File: src/rtl/urv_dm_wb_bridge.sv
// urv_dm_wb_bridge: converts the CPU's one-cycle dm_load/dm_store strobes into
// a single Wishbone B4 pipelined cycle, returns one-cycle completion pulses,
// and aborts transfers that a dead slave never answers (timeout or err).
module urv_dm_wb_bridge #(
  parameter int unsigned g_timeout_cycles = 255
) (
  input  logic        clk_i,
  input  logic        rst_i,
  input  logic [31:0] dm_addr_i,
  input  logic [31:0] dm_data_s_i,
  input  logic [3:0]  dm_data_select_i,
  input  logic        dm_store_i,
  input  logic        dm_load_i,
  output logic [31:0] dm_data_l_o,
  output logic        dm_load_done_o,
  output logic        dm_store_done_o,
  output logic [31:0] wb_adr_o,
  output logic [31:0] wb_dat_o,
  output logic [3:0]  wb_sel_o,
  output logic        wb_we_o,
  output logic        wb_cyc_o,
  output logic        wb_stb_o,
  input  logic [31:0] wb_dat_i,
  input  logic        wb_ack_i,
  input  logic        wb_err_i,
  input  logic        wb_stall_i,
  output logic        bus_err_o,
  output logic [31:0] bus_err_addr_o,
  output logic        busy_o
);

  typedef enum logic [1:0] {
    ST_IDLE     = 2'd0,
    ST_STROBE   = 2'd1,
    ST_WAIT_ACK = 2'd2
  } t_state;

  // The counter holds 0 in the first cyc cycle, so the abort decision is taken
  // when it shows g_timeout_cycles-1; the registered done/err pulse then lands
  // exactly g_timeout_cycles cycles after cyc rose.
  localparam bit          LP_TMO_EN   = (g_timeout_cycles != 0);
  localparam logic [15:0] LP_TMO_LAST = LP_TMO_EN ? 16'(g_timeout_cycles - 1) : 16'd0;

  t_state      r_state;
  t_state      w_state_nxt;
  logic        w_start;
  logic        w_active;
  logic        w_done_ok;
  logic        w_done_fail;
  logic        w_cyc;
  logic        w_stb;
  logic        w_tmo;

  logic [15:0] r_tmo_cnt;
  logic [31:0] r_adr;
  logic [31:0] r_dat;
  logic [3:0]  r_sel;
  logic        r_we;
  logic [31:0] r_byte_adr;
  logic [31:0] r_data_l;
  logic        r_load_done;
  logic        r_store_done;
  logic        r_bus_err;
  logic [31:0] r_err_adr;

  assign w_tmo = LP_TMO_EN && (r_tmo_cnt == LP_TMO_LAST);

  // State register
  always_ff @(posedge clk_i) begin
    if (rst_i) r_state <= ST_IDLE;
    else       r_state <= w_state_nxt;
  end

  // Next-state logic, bus strobes and completion decode (ack beats err/timeout)
  always_comb begin
    w_state_nxt = r_state;
    w_start     = 1'b0;
    w_active    = 1'b0;
    w_done_ok   = 1'b0;
    w_done_fail = 1'b0;
    w_cyc       = 1'b0;
    w_stb       = 1'b0;
    case (r_state)
      ST_IDLE: begin
        if (dm_store_i || dm_load_i) begin
          w_start     = 1'b1;
          w_state_nxt = ST_STROBE;
        end
      end
      ST_STROBE: begin
        w_cyc    = 1'b1;
        w_stb    = 1'b1;
        w_active = 1'b1;
        if (wb_ack_i)                 w_done_ok   = 1'b1;
        else if (wb_err_i || w_tmo)   w_done_fail = 1'b1;
        if (wb_ack_i || wb_err_i || w_tmo) w_state_nxt = ST_IDLE;
        else if (!wb_stall_i)              w_state_nxt = ST_WAIT_ACK;
      end
      ST_WAIT_ACK: begin
        w_cyc    = 1'b1;
        w_active = 1'b1;
        if (wb_ack_i)                 w_done_ok   = 1'b1;
        else if (wb_err_i || w_tmo)   w_done_fail = 1'b1;
        if (wb_ack_i || wb_err_i || w_tmo) w_state_nxt = ST_IDLE;
      end
      default: w_state_nxt = ST_IDLE;
    endcase
  end

  // Capture the request; values stay put while idle, only cyc/stb qualify them
  always_ff @(posedge clk_i) begin
    if (rst_i) begin
      r_adr      <= 32'h0;
      r_dat      <= 32'h0;
      r_sel      <= 4'h0;
      r_we       <= 1'b0;
      r_byte_adr <= 32'h0;
    end else if (w_start) begin
      r_adr      <= {dm_addr_i[31:2], 2'b00};
      r_dat      <= dm_data_s_i;
      r_sel      <= dm_data_select_i;
      r_we       <= dm_store_i;
      r_byte_adr <= dm_addr_i;
    end
  end

  // Timeout counter: cleared on entry to STROBE, counts while cyc is high
  always_ff @(posedge clk_i) begin
    if (rst_i)         r_tmo_cnt <= 16'd0;
    else if (w_start)  r_tmo_cnt <= 16'd0;
    else if (w_active) r_tmo_cnt <= r_tmo_cnt + 16'd1;
  end

  // Completion pulses, load data return and error reporting
  always_ff @(posedge clk_i) begin
    if (rst_i) begin
      r_load_done  <= 1'b0;
      r_store_done <= 1'b0;
      r_bus_err    <= 1'b0;
      r_data_l     <= 32'h0;
      r_err_adr    <= 32'h0;
    end else begin
      r_load_done  <= 1'b0;
      r_store_done <= 1'b0;
      r_bus_err    <= 1'b0;
      if (w_done_ok || w_done_fail) begin
        r_store_done <= r_we;
        r_load_done  <= ~r_we;
        if (!r_we) r_data_l <= w_done_ok ? wb_dat_i : 32'h0;
      end
      if (w_done_fail) begin
        r_bus_err <= 1'b1;
        r_err_adr <= r_byte_adr;
      end
    end
  end

  assign wb_adr_o        = r_adr;
  assign wb_dat_o        = r_dat;
  assign wb_sel_o        = r_sel;
  assign wb_we_o         = r_we;
  assign wb_cyc_o        = w_cyc;
  assign wb_stb_o        = w_stb;
  assign dm_data_l_o     = r_data_l;
  assign dm_load_done_o  = r_load_done;
  assign dm_store_done_o = r_store_done;
  assign bus_err_o       = r_bus_err;
  assign bus_err_addr_o  = r_err_adr;
  assign busy_o          = (r_state != ST_IDLE);

endmodule

File: config.mk
export PLATFORM = sky130hd
export DESIGN_NAME = urv_dm_wb_bridge
export DESIGN_NICKNAME = d
export VERILOG_FILES = /design/src/rtl/urv_dm_wb_bridge.sv
export SDC_FILE = /design/constraint.sdc
export NUM_CORES = 1
export LEC_CHECK = 0
export ABC_AREA = 1
export BUFFER_PORTS_ARGS = -buffer_cell sky130_fd_sc_hd__buf_2
export CAP_MARGIN = 25
export CORE_MARGIN = 4
export CORE_UTILIZATION = 48
export DETAILED_ROUTE_END_ITERATION = 10
export PLACE_DENSITY_LB_ADDON = 0.12
export SLEW_MARGIN = 20
export SYNTH_ARGS = -nofsm -noshare
export SYNTH_HDL_FRONTEND = slang
export SYNTH_SLANG_ARGS = --single-unit
File: constraint.sdc
create_clock -name clk_i -period 2.4 [get_ports clk_i]
set_clock_uncertainty 0.15 [all_clocks]
set_input_delay 0.72 -clock clk_i [delete_from_list [all_inputs] [get_ports clk_i]]
set_output_delay 0.72 -clock clk_i [all_outputs]
set_load 0.01 [all_outputs]
==> results.md, run 1 <==
| Parameter | Reported | Unit |
|:---|:---|:---|
| Grt ovf | 0 | - |
| Maximum buffer depth of the clock tree | 2 | - |
| Proportion of layout cells with a drive suffix above 1 | 31.9 | % |
| Number of antenna violations at the first check in global routing | 0 | - |
| Half-perimeter wire length after detailed placement | 11.1 | mm |
| Total wire length | 15.7 | mm |
| Maximum VDD drop | 0.000465 | V |
| Placement-stage cell area | 7150 | µm² |
| Number of I/O pins | 246 | - |
| Sequential area share after synthesis | 51.1 | % |
| Iteration count of the initial detailed-routing pass | 4 | - |
| R2r startpoint | r_state[0]$_SDFFE_PP0P_ | - |
| Grt peak-use layer | met2 | - |
| Routed vias/inst | 4.89 | - |
| Maximum operating frequency | 433 | MHz |
| Clock buffers created by TritonCTS | 17 | - |
| Worst reg2reg path depth | 11 | - |
| Lkg Pwr | 3.63 | nW |
| Die Area | 14,400 | µm² |
| Overall power after layout | 6.95 | mW |
| Fraction of met2 tracks used by global routing | 35.5 | % |
| Sort of element at the start of the critical path | flop | - |
| Final standard cell area without fillers | 7770 | µm² |
| Die width | 120 | µm |
| Global-route wire length before repair | 25.1 | mm |
| Leading post-synthesis cells by cell area | sky130_fd_sc_hd__dfxtp_1, sky130_fd_sc_hd__nor2_1, sky130_fd_sc_hd__o21ai_0 | - |
| Total power density per cell area | 894 | nW/µm² |
| Fillcell total | 1,117 | - |
| Via Count | 5,597 | - |
| Post-detailed-route wirelength per cell | 13.7 | µm |
| Number of different library cells in the post-synthesis netlist | 32 | - |
| Pin count of the biggest net entering global routing | 66 | - |
| H-tree levels | 4 | - |
| Drt initial violations | 404 | - |
| Number of global-route vias before repair | 5,135 | - |
| Worst-case register-to-register setup slack | 450 | ps |
| TritonCTS clock tree | built | - |
| Critical Path End Type | primary output | - |
| Worst r2r dst | r_tmo_cnt[13]$_SDFFE_PP0P_ | - |
| Fraction of met3 tracks used by global routing | 6.83 | % |
| Residual DRC count | 0 | - |
| Cell at the root of the clock tree | sky130_fd_sc_hd__clkbuf_16 | - |
| Portion of the clock cycle consumed by the worst path in the final layout | 96.1 | % |
| Cell type contributing the most total cell area after synthesis | sky130_fd_sc_hd__dfxtp_1 | - |
| Crit path arrival time | 1440 | ps |
| Final hold violation count | 0 | - |
| MaxCap Viol Count | 0 | - |
| Cell Area, Synth | 6030 | µm² |
| Flop and latch count out of synthesis | 154 | - |
| Status | completed | - |
| Leading cell type in the layout, fill and taps excluded | sky130_fd_sc_hd__buf_2 | - |
| Post-CTS setup buffer count | 0 | - |
| Setup repair after global routing missed its margin | false | - |
| Final core occ | 63.9 | % |
| Total Negative Setup Slacks | 0 | ps |
| Area grow syn2layout | 28.9 | % |
| Die height | 120 | µm |
| Slew Viols, Final | 0 | - |
| Kind of critical path | flop to primary output | - |
| Hold WC Path Type | flop to flop | - |
| Clock-pin slew on the worst setup and hold paths | 60 | ps |
| Count of buffers from port buffering | 243 | - |
| Worst Hold Path Cells | 2 | - |
| Global Route met1 Usage | 26.6 | % |
| Post-layout min period | 2310 | ps |
| Antenna cell count | 0 | - |
| Post-CTS Resized | 0 | - |
| Initial core utilization | 49.6 | % |
| End of the worst hold path | bus_err_addr_o[26]$_SDFFE_PP0P_ | - |
| Synthesized instance count | 766 | - |
| Critical-path maximum fanout | 8 | - |
| Required time at the endpoint of the critical path | 1530 | ps |
| Row count | 40 | - |
| Highest-count cells in the layout ignoring fill and taps | sky130_fd_sc_hd__buf_2, sky130_fd_sc_hd__nor2_1, sky130_fd_sc_hd__dfxtp_1 | - |
| Global-route usage over all layers | 21.5 | % |
| Final Setup Violations | 0 | - |
| Placeable core region | 12,200 | µm² |
| Clk Latency, worst-skew pair | 410 | ps |
| Top-area cell type share of the netlist area | 51.1 | % |
| Remaining antenna violation count after routing | 0 | - |
| Placer's final routability congestion estimate | 0.815 | - |
| HP Start | bus_err_addr_o[26]$_SDFFE_PP0P_ | - |
| Post-layout net count | 1,076 | - |
| Number of hold buffers added after CTS | 0 | - |
| Sink Count | 154 | - |
| Count of yosys warnings during synthesis | 0 | - |
| Avg Inst Size Synth | 7.87 | µm² |
[cell usage after synthesis (all sizes together)]
cell type  instances
nor2             165
dfxtp            154
o21ai            103
a21oi             77
nand2             61
inv               56
buf               48
nand4             35
clkbuf            34
nand3             13
ha                 5
nor3               4
xor2               3
clkinv             2
or2                2
a31oi              1
conb               1
nor3b              1
o21a               1
[sequential cells by signal, indices dropped and copies added, names as in the netlist]
register	count
bus_err_addr_o	32
bus_err_o	1
dm_data_l_o	32
dm_load_done_o	1
dm_store_done_o	1
r_byte_adr	32
r_state	2
r_tmo_cnt	16
wb_dat_o	32
wb_sel_o	4
wb_we_o	1
[cell families after synthesis]
kind of cell	after synthesis	share of synthesized area (%)
AOI/OAI and AO/OA	182	15.6
buffers and inverters	140	11.6
DFF	154	51.1
other	1	0.0622
and+or+nand+nor	281	20.1
xor gates and xnor gates	3	0.436
adders and majority gates	5	1.04
[worst max path at each step]
| stage | from | endpoint | slack, ps |
|---|---|---|---|
| after global routing | r_state[0]$_SDFFE_PP0P_ | wb_cyc_o | 20 |
| after global placement | dm_load_i | r_tmo_cnt[13]$_SDFFE_PP0P_ | 380 |
| after detailed placement | dm_load_i | r_tmo_cnt[13]$_SDFFE_PP0P_ | 340 |
| after floorplan | r_state[0]$_SDFFE_PP0P_ | r_tmo_cnt[14]$_SDFFE_PP0P_ | 530 |
| after CTS | r_state[0]$_SDFFE_PP0P_ | wb_cyc_o | 40 |
| final | r_state[0]$_SDFFE_PP0P_ | wb_cyc_o | 90 |
[critical path, stage by stage (launching register included)]
cell and delay [ps]:
sky130_fd_sc_hd__dfxtp_1 350, sky130_fd_sc_hd__inv_1 70, sky130_fd_sc_hd__ha_1 320, sky130_fd_sc_hd__buf_6 150, sky130_fd_sc_hd__buf_2 140
[metal layers]
layer / routed length, µm / part of all wire (%)
met5: 0 / 0
met4: 313 / 2.0
met3: 1120 / 7.1
met2: 7600 / 48
met1: 6670 / 43
[metrics by stage]
stage	std cells	hold WS, ps	setup slack, ps
6_report	1145	288	93.2
5_1_grt	1145	307	22.1
3_3_place_gp	1113	279	376
4_1_cts	1145	291	44.0
2_1_floorplan	767	287	528
3_5_place_dp	1113	282	335
[layout make-up]
type / instances / area (µm²) / share of cell area [%]
inverter: 58 / 218 / 2.80
multi-input combinational: 473 / 2250 / 28.9
tap: 168 / 210 / 2.71
clock buffer: 22 / 474 / 6.10
clock inverter: 10 / 139 / 1.79
sequential: 154 / 3080 / 39.7
timing repair buffer: 260 / 1400 / 18.0
[power by group]
group	internal [mW]	leakage (nW)	switching, mW
combinational	0.477	2.08	0.783
sequential	2.82	1.26	0.137
clock	1.72	0.289	1.01
(Power assumes the default switching activity.)
==> run 2: changes to the inputs <==
--- a/config.mk
+++ b/config.mk
@@ -6,11 +6,11 @@
 export NUM_CORES = 1
 export LEC_CHECK = 0
 export ABC_AREA = 1
-export BUFFER_PORTS_ARGS = -buffer_cell sky130_fd_sc_hd__buf_2
 export CAP_MARGIN = 25
-export CORE_MARGIN = 4
-export CORE_UTILIZATION = 48
+export CORE_UTILIZATION = 55
 export DETAILED_ROUTE_END_ITERATION = 10
+export DONT_BUFFER_PORTS = 1
+export MAX_ROUTING_LAYER = met4
 export PLACE_DENSITY_LB_ADDON = 0.12
 export SLEW_MARGIN = 20
 export SYNTH_ARGS = -nofsm -noshare
==> run 2 against run 1 <==
Setup slack got worse by 11 ps. Hold slack got worse by 170 ps. Register-to-register slack got worse by 180 ps. Highest routed layer unchanged.
==> results.md, run 2 (synthesized netlist as in run 1, its figures left out) <==
| Parameter | Reported | Unit | vs previous |
|:---|:---|:---|:---|
| Iteration count of the initial detailed-routing pass | 4 | - | unchanged |
| Worst-case register-to-register setup slack | 270 | ps | was 450 ps |
| Clk Latency, worst-skew pair | 510 | ps | was 410 ps |
| Grt ovf | 0 | - | unchanged |
| Maximum buffer depth of the clock tree | 2 | - | unchanged |
| Global-route wire length before repair | 21.0 | mm | was 25.1 mm |
| Critical-path maximum fanout | 20 | - | was 8 |
| Die height | 107 | µm | was 120 µm |
| Number of global-route vias before repair | 4,356 | - | was 5,135 |
| Critical path buffers and inverters | 2 | - | was 3 |
| Sequential cell area | 3080 | µm² | unchanged |
| Portion of the clock cycle consumed by the worst path in the final layout | 96.6 | % | was 96.1% |
| Footprint of the multi-input gates | 2260 | µm² | was 2250 µm² |
| Sort of element at the start of the critical path | flop | - | unchanged |
| Transition at the pin with the smallest max-transition slack | 630 | ps |  |
| Global-route usage over all layers | 24.1 | % | was 21.5% |
| Required time at the endpoint of the critical path | 1530 | ps | about the same |
| Total Negative Setup Slacks | 0 | ps | unchanged |
| Clock-pin slew on the worst setup and hold paths | 60 | ps | about the same |
| Kind of cell adding the most delay to the critical path | flip-flops | - | was buffers and inverters |
| Setup repair after global routing missed its margin | false | - | unchanged |
| TritonCTS clock tree | built | - | unchanged |
| Critical Path End Type | primary output | - | unchanged |
| Via Count | 4,705 | - | was 5,597 |
| Post-detailed-route wirelength per cell | 15.8 | µm | was 13.7 µm |
| Maximum operating frequency | 431 | MHz | was 433 MHz |
| Kind of critical path | flop to primary output | - | unchanged |
| Antenna cell count | 0 | - | unchanged |
| Slowest cell delay on critical path | 360 | ps | was 350 ps |
| Highest-count cells in the layout ignoring fill and taps | sky130_fd_sc_hd__nor2_1, sky130_fd_sc_hd__dfxtp_1, sky130_fd_sc_hd__o21ai_0 | - | was sky130_fd_sc_hd__buf_2, sky130_fd_sc_hd__nor2_1, sky130_fd_sc_hd__dfxtp_1 |
| Hold WC Path Type | primary input to flop | - | was flop to flop |
| MaxCap Viol Count | 0 | - | unchanged |
| Placer's final routability congestion estimate | 0.828 | - | was 0.815 |
| Number of antenna violations at the first check in global routing | 0 | - | unchanged |
| Leading cell type in the layout, fill and taps excluded | sky130_fd_sc_hd__nor2_1 | - | was sky130_fd_sc_hd__buf_2 |
| Sink Count | 154 | - | unchanged |
| Final hold violation count | 0 | - | unchanged |
| Maximum VDD drop | 0.000453 | V | was 0.000465 V |
| Routed vias/inst | 5.45 | - | was 4.89 |
| Worst slew margin relative to its limit | 57.9 | % |  |
| Crit path arrival time | 1450 | ps | was 1440 ps |
| Die Area | 11,400 | µm² | was 14,400 µm² |
| Remaining antenna violation count after routing | 0 | - | unchanged |
| Proportion of layout cells with a drive suffix above 1 | 8.79 | % | was 31.9% |
| Number of I/O pins | 246 | - | unchanged |
| Count of buffers from port buffering | 0 | - | was 243 |
| Drt initial violations | 294 | - | was 404 |
| Residual DRC count | 0 | - | unchanged |
| Post-layout min period | 2320 | ps | was 2310 ps |
| Total power density per cell area | 1010 | nW/µm² | was 894 nW/µm² |
| H-tree levels | 4 | - | unchanged |
| Fillcell total | 903 | - | was 1,117 |
| Pin count of the biggest net entering global routing | 104 | - | was 66 |
| Area grow syn2layout | 7.12 | % | was 28.9% |
| Non-Filler Instances | 864 | - | was 1,145 |
| Post-layout net count | 827 | - | was 1,076 |
| Half-perimeter wire length after detailed placement | 9.11 | mm | was 11.1 mm |
| Placeable core region | 10,500 | µm² | was 12,200 µm² |
| Row count | 37 | - | was 40 |
| Crit path cell chain | inv_1, ha_4, buf_12 | - | was inv_1, ha_1, buf_6, buf_2 |
| Slew Viols, Final | 0 | - | unchanged |
| Total wire length | 13.7 | mm | was 15.7 mm |
| Lkg Pwr | 2.47 | nW | was 3.63 nW |
| Final Setup Violations | 0 | - | unchanged |
| Initial core utilization | 57.6 | % | was 49.6% |
| Die width | 107 | µm | was 120 µm |
| Cell at the root of the clock tree | sky130_fd_sc_hd__clkbuf_8 | - | was sky130_fd_sc_hd__clkbuf_16 |
| Clock buffers created by TritonCTS | 17 | - | unchanged |
| Status | completed | - | unchanged |
| Crit path max-delay cell type | sky130_fd_sc_hd__dfxtp_1 | - | unchanged |
| DP Cell Count | 830 | - | was 1,113 |
==> run 2: changes by cell type in the layout (fill, tap and decap cells not counted) <==
cell,change
sky130_fd_sc_hd__buf_4,-5
sky130_fd_sc_hd__clkbuf_16,-1
sky130_fd_sc_hd__buf_2,-243
sky130_fd_sc_hd__clkinv_2,+1
sky130_fd_sc_hd__ha_1,-1
sky130_fd_sc_hd__buf_6,-1
sky130_fd_sc_hd__ha_4,+1
==> run 2: area by class of cell <==
class                   count  share of cell area, %
clock buffers              21                   6.96
clock inverters            11                   2.23
inverters                  58                   3.37
multi-input cells         473                   35.0
flip-flops and latches    154                   47.8
well taps                 136                   2.64
repair buffers             11                   2.05
==> run 2: timing repair <==
item,4_1_cts,5_1_grt
cloned,0,0
hold endpoints to repair,0,0
endpoints found under the setup margin,1,1
resized for setup,4,2
hold buffers,0,0
pin swaps,0,1
setup buffers,0,2
==> run 2: where the power goes <==
part           internal, mW  switching (mW)  leakage [nW]
Combinational         0.261           0.500         0.929
Clock                  1.64            1.01         0.280
Sequential             2.82           0.316          1.26
Total                  4.72            1.83          2.47
==> run 2: path summary, 6_finish.rpt <==
| path | start | end | depth (start not counted) |
|---|---|---|---|
| max | r_state[1]$_SDFFE_PP0P_ | wb_cyc_o | 3 |
| min reg2reg | r_byte_adr[1]$_SDFFE_PP0P_ | r_byte_adr[1]$_SDFFE_PP0P_ | 2 |
| min | rst_i | bus_err_o$_SDFF_PP0_ | 1 |
| max reg2reg | r_tmo_cnt[1]$_SDFFE_PP0P_ | dm_data_l_o[30]$_SDFFE_PP0P_ | 8 |
==> run 2: per-stage QoR <==
stage                     hold WS (ps)  util [%]  setup slack [ps]  area, µm²  power (mW)
final                              122      61.7              81.7       6460        6.55
after global routing              90.4      61.7              16.2       6460        6.86
after CTS                         97.5      61.5              19.9       6440        6.59
after detailed placement           306      55.7               210       5820        3.92
after global placement             293      55.7               320       5820        3.89
after floorplan                    287         -               528       6030        3.82
==> run 2: routing by layer <==
metal  GRT usage (%)  up-vias  routed length [µm]
met5               -        -                   0
met4            9.59        0                 301
met3            8.57       24                1140
met2            39.9      190                6580
met1            26.5     2130                5660
li1                -     2361                   -
